<file path="config.mk">
export PLATFORM = sky130hd
export DESIGN_NAME = trdb_qual_pipe
export DESIGN_NICKNAME = d
export VERILOG_FILES = /design/src/rtl/trdb_pkg.sv /design/src/rtl/trdb_qual_pipe.sv
export SDC_FILE = /design/constraint.sdc
export NUM_CORES = 1
export LEC_CHECK = 0
export BUFFER_PORTS_ARGS = -buffer_cell sky130_fd_sc_hd__buf_2
export CAP_MARGIN = 20
export CORE_MARGIN = 1
export CORE_UTILIZATION = 57
export CTS_BUF_LIST = sky130_fd_sc_hd__clkbuf_2 sky130_fd_sc_hd__clkbuf_4 sky130_fd_sc_hd__clkbuf_8
export DETAILED_ROUTE_END_ITERATION = 12
export PLACE_DENSITY = 0.94
export SYNTH_ARGS = -nofsm -noshare
export SYNTH_HDL_FRONTEND = slang
export SYNTH_SLANG_ARGS = --single-unit
</file>
<file path="constraint.sdc">
create_clock -name clk_i -period 2.6 [get_ports clk_i]
set_input_delay 0.13 -clock clk_i [delete_from_list [all_inputs] [get_ports clk_i]]
set_output_delay 0.13 -clock clk_i [all_outputs]
set_load 0.02 [all_outputs]
</file>
<file path="src/rtl/trdb_pkg.sv">
// trdb_pkg: shared constants and FSM encoding for the trace qualification pipeline.
package trdb_pkg;

    localparam int RESYNC_LEN = 8;

    typedef enum logic [1:0] {
        OFF,
        WAIT_QUAL,
        ACTIVE,
        RESYNC
    } qual_state_e;

endpackage

</file>
<file path="src/rtl/trdb_qual_pipe.sv">
// trdb_qual_pipe: tracks this/last-cycle qualification of retired instructions
// and requests a periodic sync packet after resync_max_i counted instructions.
module trdb_qual_pipe
    import trdb_pkg::*;
(
    input  logic                  clk_i,
    input  logic                  rst_i,
    input  logic                  trace_enable_i,
    input  logic                  valid_i,
    input  logic                  nc_qualified_i,
    input  logic                  sync_emitted_i,
    input  logic [RESYNC_LEN-1:0] resync_max_i,
    output logic                  tc_qualified_o,
    output logic                  lc_qualified_o,
    output logic                  tc_first_qualified_o,
    output logic                  tc_last_qualified_o,
    output logic                  resync_o,
    output logic [RESYNC_LEN-1:0] resync_cnt_o
);

    qual_state_e           state, state_nxt;
    logic                  tc, lc;
    logic [RESYNC_LEN-1:0] cnt, cnt_nxt;
    logic                  count_en, terminal;

    assign count_en = valid_i && tc && state == ACTIVE;
    // Equality (not >=) so a period lowered below the count waits for a sync clear.
    assign terminal = count_en && resync_max_i != '0 && cnt == resync_max_i - RESYNC_LEN'(1);

    always_ff @(posedge clk_i or posedge rst_i) begin
        if (rst_i)
            state <= OFF;
        else
            state <= state_nxt;
    end

    always_comb begin
        state_nxt = state;
        case (state)
            OFF:       state_nxt = WAIT_QUAL;
            WAIT_QUAL: state_nxt = (valid_i && nc_qualified_i) ? ACTIVE : WAIT_QUAL;
            ACTIVE:    state_nxt = (terminal && !sync_emitted_i) ? RESYNC :
                                   (valid_i && !nc_qualified_i) ? WAIT_QUAL : ACTIVE;
            RESYNC:    state_nxt = sync_emitted_i ? ACTIVE : RESYNC;
            default:   state_nxt = OFF;
        endcase
        if (!trace_enable_i)
            state_nxt = OFF;
    end

    always_comb begin
        cnt_nxt = cnt;
        if (sync_emitted_i || (state == WAIT_QUAL && state_nxt == ACTIVE))
            cnt_nxt = '0;
        else if (count_en && cnt != '1)
            cnt_nxt = cnt + RESYNC_LEN'(1);
    end

    always_ff @(posedge clk_i or posedge rst_i) begin
        if (rst_i) begin
            tc  <= 1'b0;
            lc  <= 1'b0;
            cnt <= '0;
        end else if (!trace_enable_i) begin
            tc  <= 1'b0;
            lc  <= 1'b0;
            cnt <= '0;
        end else begin
            cnt <= cnt_nxt;
            if (valid_i) begin
                lc <= tc;
                tc <= nc_qualified_i;
            end
        end
    end

    always_comb begin
        tc_qualified_o       = tc;
        lc_qualified_o       = lc;
        tc_first_qualified_o = trace_enable_i && tc && !lc;
        tc_last_qualified_o  = trace_enable_i && tc && !nc_qualified_i;
        resync_o             = state == RESYNC;
        resync_cnt_o         = cnt;
    end

endmodule
</file>
==> results of run 1 <==
==> state kept, by name, summed over array words and instances, names as in the netlist <==
name / count
resync_cnt_o: 8
state: 2
tc_qualified_o: 1
lc_qualified_o: 1
==> how the worst max path moves through the flow <==
stage / from / endpoint / slack, ns / cells past startpoint
after floorplan: resync_cnt_o[5] / resync_cnt_o[4] / 0.83 / 6
after global placement: state[0] / state[0] / 0.80 / 5
after detailed placement: state[1] / state[0] / 0.74 / 5
after CTS: state[1] / state[0] / 0.72 / 5
after global routing: state[1] / state[0] / 0.55 / 5
final: state[1] / state[0] / 0.69 / 5
==> per-layer routing <==
metal,part of all wire (%),up-vias,track usage [%]
met5,0,-,0
met4,1.2,0,7.500
met3,6.2,6,6.383
met2,51,44,52.42
met1,41,449,33.88
li1,-,457,-
==> logic make-up after synthesis <==
kind of cell / share of synthesized area [%]
AO/OA/AOI/OAI: 16.16
XOR/XNOR: 17.48
adder cells (fa/ha/maj): 3.943
buffers and inverters: 4.073
flip-flops: 31.54
multiplexers: 2.103
AND/OR/NAND/NOR: 24.70
==> what timing repair did <==
item | 4_1_cts | 5_1_grt
hold endpoints to repair | 12 | 0
setup buffers | 0 | 0
hold buffers | 1 | 0
==> power by group through the flow <==
stage	clock (mW)	sequential [mW]	combinational, mW
final	0.111	0.196	0.0848
after global routing	0.126	0.197	0.0931
after CTS	0.119	0.196	0.0843
after detailed placement	0	0.200	0.0826
after global placement	0	0.199	0.0791
after floorplan	0	0.199	0.0497
==> worst max-delay path, cell delays in order, from the launching register on <==
cell and delay (ns):
dfrtp_1 0.47, nand4b_1 0.23, or4_1 0.56, nor3_1 0.22, nand4_1 0.16, a21oi_1 0.18
==> per-stage QoR <==
| stage | utilization (%) | std cells | total power, mW |
|---|---|---|---|
| after global routing | 73.54 | 155 | 0.4161 |
| after detailed placement | 71.43 | 151 | 0.2822 |
| final | 73.54 | 155 | 0.3923 |
| after floorplan | - | 110 | 0.2484 |
| after CTS | 73.54 | 155 | 0.3987 |
| after global placement | 71.43 | 151 | 0.2781 |
==> cells in the final DEF (no fill, tap or decap), drive strengths merged, types with 4 or more instances in the layout <==
cell type  netlist  routed
xor2             8       8
nor2            12      12
dfrtp           12      12
nor3             4       4
xnor2           11      11
nand2            6       6
inv              8       8
buf              1      27
==> layout make-up <==
cell class                 instances  area (um^2)
timing repair buffer              28        147.6
inverter                           8        30.03
fill                             127        407.9
sequential                        12        300.3
tap                               16        20.02
clock buffer                       3        22.52
multi-input combinational         88        613.1
==> metrics, run 1 <==
outcome=completed; Worst Hold End=lc_qualified_o; setup slack at placement=0.7353 ns; Reg clk slew, reported paths=0.07 ns; first-pass GRT wire length=3.946 mm; worst path arrival time=2.11 ns; area leader, netlist=dfrtp_1; clock root buffer master=clkbuf_4; Synth Warn #=0; max_cap viols=0; setup slack after layout=0.6868 ns; crit start category=flop; DIE WIDTH=42.87 um; Post-synth EDFFs=0; Leak Pwr=0.5173 nW; final instance area=1134 um^2; CTS tree=built; clock network fraction of design power=28.4%; worst flop-to-flop path endpoint=state[0]; # setup viols final=0; pin count of the biggest net entering global routing=13; htree depth=1; Detail Route Antenna Nets=0; clock sink total=12; Routed WL=2.414 mm; Slew Limit Fails=0; share of post-route cells with drive strength above 1=24.46%; post-DP HPWL=1.836 mm; P per Cell Area=346.0 nW/um^2; Area Growth Syn to Fin=19.05%; Achievable Freq=0.5227 GHz; syn_nets=127; DRC=0; worst min-delay path class=primary input to flop; post-CTS resize count=0; largest cells by area after synthesis=dfrtp_1, xnor2_1, xor2_1; Async SR Flop Fraction=100.0%; register area share after synthesis=31.54%; Synth Flop Type=dfrtp_1; Cells after Synth=110; Die ar.=1838 um^2; worst vdd ir=0.3226 mV; final hold vios=0; flops & latches, synth=12; remaining global-route overflow=0; vias=956; GR Util All Layers=28.90%; worst clock skew=0.003642 ns; final critical-path share of the clock period=73.59%; hold path start=trace_enable_i; Hold WS=0.1631 ns; Iteration-0 DRC Markers=36; RePlAce Congestion=0.8724; Netlist Area Pre-Place=952.2 um^2; setup TNS=0 ns; nets@finish=158; vias in the first global route=901; Hold Path Depth=2; vias per cell=6.168; Sw Ratio=28.63%; Worst Reg-to-Reg Cells=5; relative max-transition margin=66.84%; CP required=2.80 ns; FP Rows=14; CTS max path bufs=2; antenna violations before repair=0; IO Count=27; share of the synthesized area in the top cell type=31.54%; WL/cell=15.57 um; synth unique cells=40; Internal Pwr Total=0.2800 mW; RSZ-0062 raised after global routing=false; Psw=0.1123 mW; cts bufs inserted=3; CP max FO=8; Pre-antenna DRT Iters=4; sequential power share=50.0%; Die H=42.87 um; Setup CP Type=flop to flop; Logic pwr share=21.6%; setup slack on the worst flop-to-flop path=0.69 ns; Worst Tran Pin Value=0.4940 ns; clk_lat worst skew=0.27 ns; number of diodes=0; Post-synth top cells=dfrtp_1, nor2_1, xnor2_1; Starting Density=61.77%; Mapped Avg Cell Area=8.656 um^2; Core Box Area=1541 um^2; Post-DP Area=1101 um^2; # port buffers=26; CP Capture Type=flop; reg2reg start=state[1]; min Tclk post-route=1.913 ns
Power figures use the tool's default switching activity.
==> inputs of run 2 (changes only) <==
--- a/config.mk
+++ b/config.mk
@@ -8,10 +8,10 @@
 export BUFFER_PORTS_ARGS = -buffer_cell sky130_fd_sc_hd__buf_2
 export CAP_MARGIN = 20
 export CORE_MARGIN = 1
-export CORE_UTILIZATION = 57
+export CORE_UTILIZATION = 48
 export CTS_BUF_LIST = sky130_fd_sc_hd__clkbuf_2 sky130_fd_sc_hd__clkbuf_4 sky130_fd_sc_hd__clkbuf_8
 export DETAILED_ROUTE_END_ITERATION = 12
-export PLACE_DENSITY = 0.94
+export PLACE_DENSITY = 0.85
 export SYNTH_ARGS = -nofsm -noshare
 export SYNTH_HDL_FRONTEND = slang
 export SYNTH_SLANG_ARGS = --single-unit
==> constraint.sdc (replaced) <==
create_clock -name clk_i -period 1.7 [get_ports clk_i]
set_input_delay 0.085 -clock clk_i [delete_from_list [all_inputs] [get_ports clk_i]]
set_output_delay 0.085 -clock clk_i [all_outputs]
set_load 0.02 [all_outputs]
==> run 2 against run 1 <==
Against the previous run:
- via count is 0.94% lower
- die area is 18% higher
- first-iteration DRC count down 44%
- hold slack lost 0.070 ns
- core utilization down 4.9 points
==> metrics, run 2 (same netlist as run 1, synthesis figures left out) <==
outcome=completed; Reg clk slew, reported paths=0.08 ns; RSZ-0062 raised after global routing=true; commonest non-fill, non-tap cell in the layout=buf_2; crit-path cells=nand4b_1 > or4_4 > nor3_2 > nand4_1 > o21ai_1; worst clock skew=0.005518 ns; Buf+Inv Stages, Crit Path=0; final instance area=1237 um^2; Largest register FFs=8; htree depth=1; nets@finish=166; setup TNS=0 ns; final core occ=68.68%; clock root buffer master=clkbuf_4; post-DP HPWL=1.770 mm; setup slack at placement=-0.01113 ns; Setup CP Type=flop to flop; WL/cell=12.83 um; worst vdd ir=0.5321 mV; pin count of the biggest net entering global routing=13; DRC=0; CP max-delay cell=or4_4; clk_lat worst skew=0.28 ns; cts bufs inserted=3; vias per cell=5.474; CTS max path bufs=2; CP required=1.91 ns; Achievable Freq=0.6154 GHz; Routed WL=2.220 mm; first-pass GRT wire length=3.450 mm; final non-filler cell total=173; crit start category=flop; remaining global-route overflow=0; vias in the first global route=816; min Tclk post-route=1.625 ns; share of post-route cells with drive strength above 1=31.76%; setup slack after layout=0.07512 ns; CTS tree=built; DIE WIDTH=46.54 um; IO Count=27; Worst Tran Pin Value=0.4682 ns; Pre-antenna DRT Iters=4; max_cap viols=0; relative max-transition margin=68.53%; Detail Route Antenna Nets=0; commonest cells after routing, fill and taps aside=buf_2, nor2_1, dfrtp_1; Slew Limit Fails=0; final hold vios=0; Core Box Area=1802 um^2; final critical-path share of the clock period=95.58%; vias=947; CP max FO=3; Area Growth Syn to Fin=29.96%; Leak Pwr=0.5686 nW; Die H=46.54 um; RePlAce Congestion=0.7961; # port buffers=26; GR Util All Layers=22.44%; CP max stage delay=0.53 ns; Starting Density=52.85%; Iteration-0 DRC Markers=20; # setup viols final=0; Die ar.=2166 um^2; CP Capture Type=flop; dpl cells=166; Crit path max-delay family=simple AND/OR/NAND/NOR gates; worst min-delay path class=primary input to flop; FP Rows=15; P per Cell Area=543.3 nW/um^2; number of diodes=0; clock sink total=12; worst path arrival time=1.83 ns; antenna violations before repair=0; Post-DP Area=1164 um^2
==> run 2: layout make-up <==
type | count | area, um^2
clock buffer | 4 | 36.28
fill | 162 | 564.3
inverter | 8 | 30.03
multi-input combinational | 88 | 631.9
sequential | 12 | 300.3
tap | 25 | 31.28
timing repair buffer | 36 | 207.7
==> run 2: final timing paths <==
path	startpoint	slack [ns]	endpoint	cells past startpoint
worst max register to register	state[0]	0.08	state[1]	5
worst min-delay path	trace_enable_i	0.09	state[1]	3
worst min register to register	lc_qualified_o	0.58	lc_qualified_o	2
worst max-delay path	state[0]	0.08	state[1]	5
max in group asynchronous	rst_i	1.02	resync_cnt_o[2]	3
min in group asynchronous	rst_i	0.36	state[0]	3
==> run 2: tightest hold or removal path, cell delays in order <==
cell	delay (ns)
buf_2	0.14
nand2_1	0.06
o21ai_1	0.05
==> run 2: layer usage <==
metal	up-vias	global-route usage, %	wire length [um]
li1	470	-	-
met1	442	30.98	1046
met2	29	35.28	1075
met3	6	2.353	78
met4	0	9.412	20
met5	-	0	0
==> run 2: power by group <==
group | switching [mW] | total, mW | leakage, nW | internal [mW]
Clock | 0.0993 | 0.230 | 0.0210 | 0.130
Sequential | 0.00505 | 0.297 | 0.165 | 0.292
Combinational | 0.0808 | 0.146 | 0.383 | 0.0653
==> run 2: metrics by stage <==
stage | hold slack [ns] | power (mW)
6_report | 0.09296 | 0.6723
5_1_grt | 0.1066 | 0.7071
4_1_cts | 0.08605 | 0.6675
3_5_place_dp | 0.1149 | 0.4347
3_3_place_gp | 0.1044 | 0.4304
2_1_floorplan | -0.05030 | 0.3799
==> run 2: timing repair <==
action	4_1_cts	5_1_grt
setup buffers	0	2
resized for setup	1	2
endpoints found under the hold margin	12	0
hold buffers	1	0
pin swaps	1	3
endpoints found under the setup margin	2	3
==> inputs of run 3 (changes only) <==
--- a/config.mk
+++ b/config.mk
@@ -8,10 +8,10 @@
 export BUFFER_PORTS_ARGS = -buffer_cell sky130_fd_sc_hd__buf_2
 export CAP_MARGIN = 20
 export CORE_MARGIN = 1
-export CORE_UTILIZATION = 48
+export CORE_UTILIZATION = 40
 export CTS_BUF_LIST = sky130_fd_sc_hd__clkbuf_2 sky130_fd_sc_hd__clkbuf_4 sky130_fd_sc_hd__clkbuf_8
 export DETAILED_ROUTE_END_ITERATION = 12
-export PLACE_DENSITY = 0.85
+export PLACE_DENSITY = 0.72
 export SYNTH_ARGS = -nofsm -noshare
 export SYNTH_HDL_FRONTEND = slang
 export SYNTH_SLANG_ARGS = --single-unit
==> constraint.sdc (replaced) <==
create_clock -name clk_i -period 1.94 [get_ports clk_i]
set_input_delay 0.097 -clock clk_i [delete_from_list [all_inputs] [get_ports clk_i]]
set_output_delay 0.097 -clock clk_i [all_outputs]
set_load 0.02 [all_outputs]
==> run 3 against run 2 <==
Against the previous run:
- clock skew hardly changed
- flip-flop and latch count stayed put
- hold slack better by 0.017 ns
- critical path depth unchanged
- via count down 2.4%
- design area shrank 4.9%
- setup slack improved by 0.065 ns
- die area rose by 19%
- combinational power is 23% lower
- non-clock buffer count fell by 6
- sequential power fell by 11%
- clock power is 12% lower
- critical path type unchanged
- largest power group unchanged
==> metrics, run 3 (same netlist as run 1, synthesis figures left out) <==
CP required=2.13 ns; Top Metal Used=met3; Starting Density=42.63%; commonest non-fill, non-tap cell in the layout=buf_2; FP Rows=17; vias=924; Leak Pwr=0.5354 nW; outcome=completed; Met3 Wirelength=152 um; GR Util All Layers=18.55%; CTS tree=built; WL/cell=12.90 um; final instance area=1177 um^2; Area Growth Syn to Fin=23.65%; min Tclk post-route=1.800 ns; Power, Total=0.5775 mW; relative max-transition margin=68.70%; Largest register FFs=8; setup TNS=0 ns; clock sink total=12; worst vdd ir=0.3920 mV; vias per cell=5.435; pin count of the biggest net entering global routing=13; CP max-delay cell=or4_1; Iteration-0 DRC Markers=13; Pre-antenna DRT Iters=4; first-pass GRT wire length=3.677 mm; final hold vios=0; max_cap viols=0; worst min-delay path class=primary input to flop; Setup CP Type=flop to flop; DRC=0; CP max FO=8; P per Cell Area=490.5 nW/um^2; Detail Route Antenna Nets=0; RSZ-0062 raised after global routing=false; RePlAce Congestion=0.7821; worst clock skew=0.005978 ns; remaining global-route overflow=0; worst path arrival time=1.99 ns; final core occ=52.72%; Hold WS=0.1103 ns; Die ar.=2580 um^2; IO Count=27; Post-DP Area=1131 um^2; DRT met1 WL=990 um; number of diodes=0; met2 wire len=1.050 mm; Core Box Area=2233 um^2; CP max stage delay=0.54 ns; Die H=50.79 um; Crit path max-delay family=simple AND/OR/NAND/NOR gates; clk_lat worst skew=0.28 ns; nets@finish=160; post-DP HPWL=1.726 mm; Reg clk slew, reported paths=0.08 ns; DIE WIDTH=50.79 um; antenna violations before repair=0; htree depth=1; Buf+Inv Stages, Crit Path=0; cts bufs inserted=3; CTS max path bufs=2; post-CTS resize count=0; # setup viols final=0; clock root buffer master=clkbuf_4; CP Capture Type=flop; crit-path cells=nand4b_1 > or4_1 > nor3_1 > nand4_1 > a21oi_1; # port buffers=26; final critical-path share of the clock period=92.79%; Routed WL=2.193 mm; Achievable Freq=0.5555 GHz; share of post-route cells with drive strength above 1=26.06%; crit start category=flop; Slew Limit Fails=0; Worst Tran Pin Value=0.4656 ns; vias in the first global route=857; commonest cells after routing, fill and taps aside=buf_2, nor2_1, dfrtp_1
-- run 3: cell count changes in the layout (fill, tap and decap cells not counted), sizes merged --
cell  previous run  this run
buf             35        29
-- run 3: power by group --
| part | total [mW] | internal, mW | switching, mW |
|---|---|---|---|
| Combinational | 0.112 | 0.0476 | 0.0644 |
| Sequential | 0.263 | 0.256 | 0.00706 |
| Clock | 0.203 | 0.114 | 0.0889 |
-- run 3: area by class of cell --
cell class | count | area [um^2]
inverters | 8 | 30.03
fillers | 223 | 1056
clock buffers | 4 | 36.28
repair buffers | 30 | 162.7
flip-flops and latches | 12 | 300.3
well taps | 28 | 35.03
multi-input cells | 88 | 613.1
-- run 3: per-layer routing --
layer / vias up / global-route usage, %
met5: - / 0
met4: 0 / 4.167
met3: 0 / 3.030
met2: 35 / 32.00
met1: 430 / 24.07
li1: 459 / -
-- run 3: what timing repair did --
item,in CTS,in global routing
setup buffers,0,0
endpoints found under the hold margin,12,0
hold buffers,1,0
-- run 3: worst reg2reg max path: cells and delay by family, from the launching register on --
kind / cells / cell delay, ns
flip-flops: 1 / 0.46
AO/OA/AOI/OAI: 1 / 0.18
AND/OR/NAND/NOR: 4 / 1.08
-- run 3: worst paths after layout --
check | start | to | slack (ns) | depth (start not counted)
max | state[1] | state[0] | 0.14 | 5
min | trace_enable_i | state[1] | 0.11 | 3
max reg2reg | state[1] | state[0] | 0.14 | 5
min reg2reg | lc_qualified_o | lc_qualified_o | 0.57 | 2
max in group asynchronous | rst_i | tc_qualified_o | 1.27 | 3
min in group asynchronous | rst_i | resync_cnt_o[0] | 0.36 | 3
-- run 3: metrics by stage --
step | instances | worst slack (ns)
finish | 170 | 0.1399
global route | 170 | 0.01886
CTS | 170 | 0.1462
detailed placement | 165 | 0.1753
global placement | 165 | 0.2405
floorplan | 110 | 0.1665
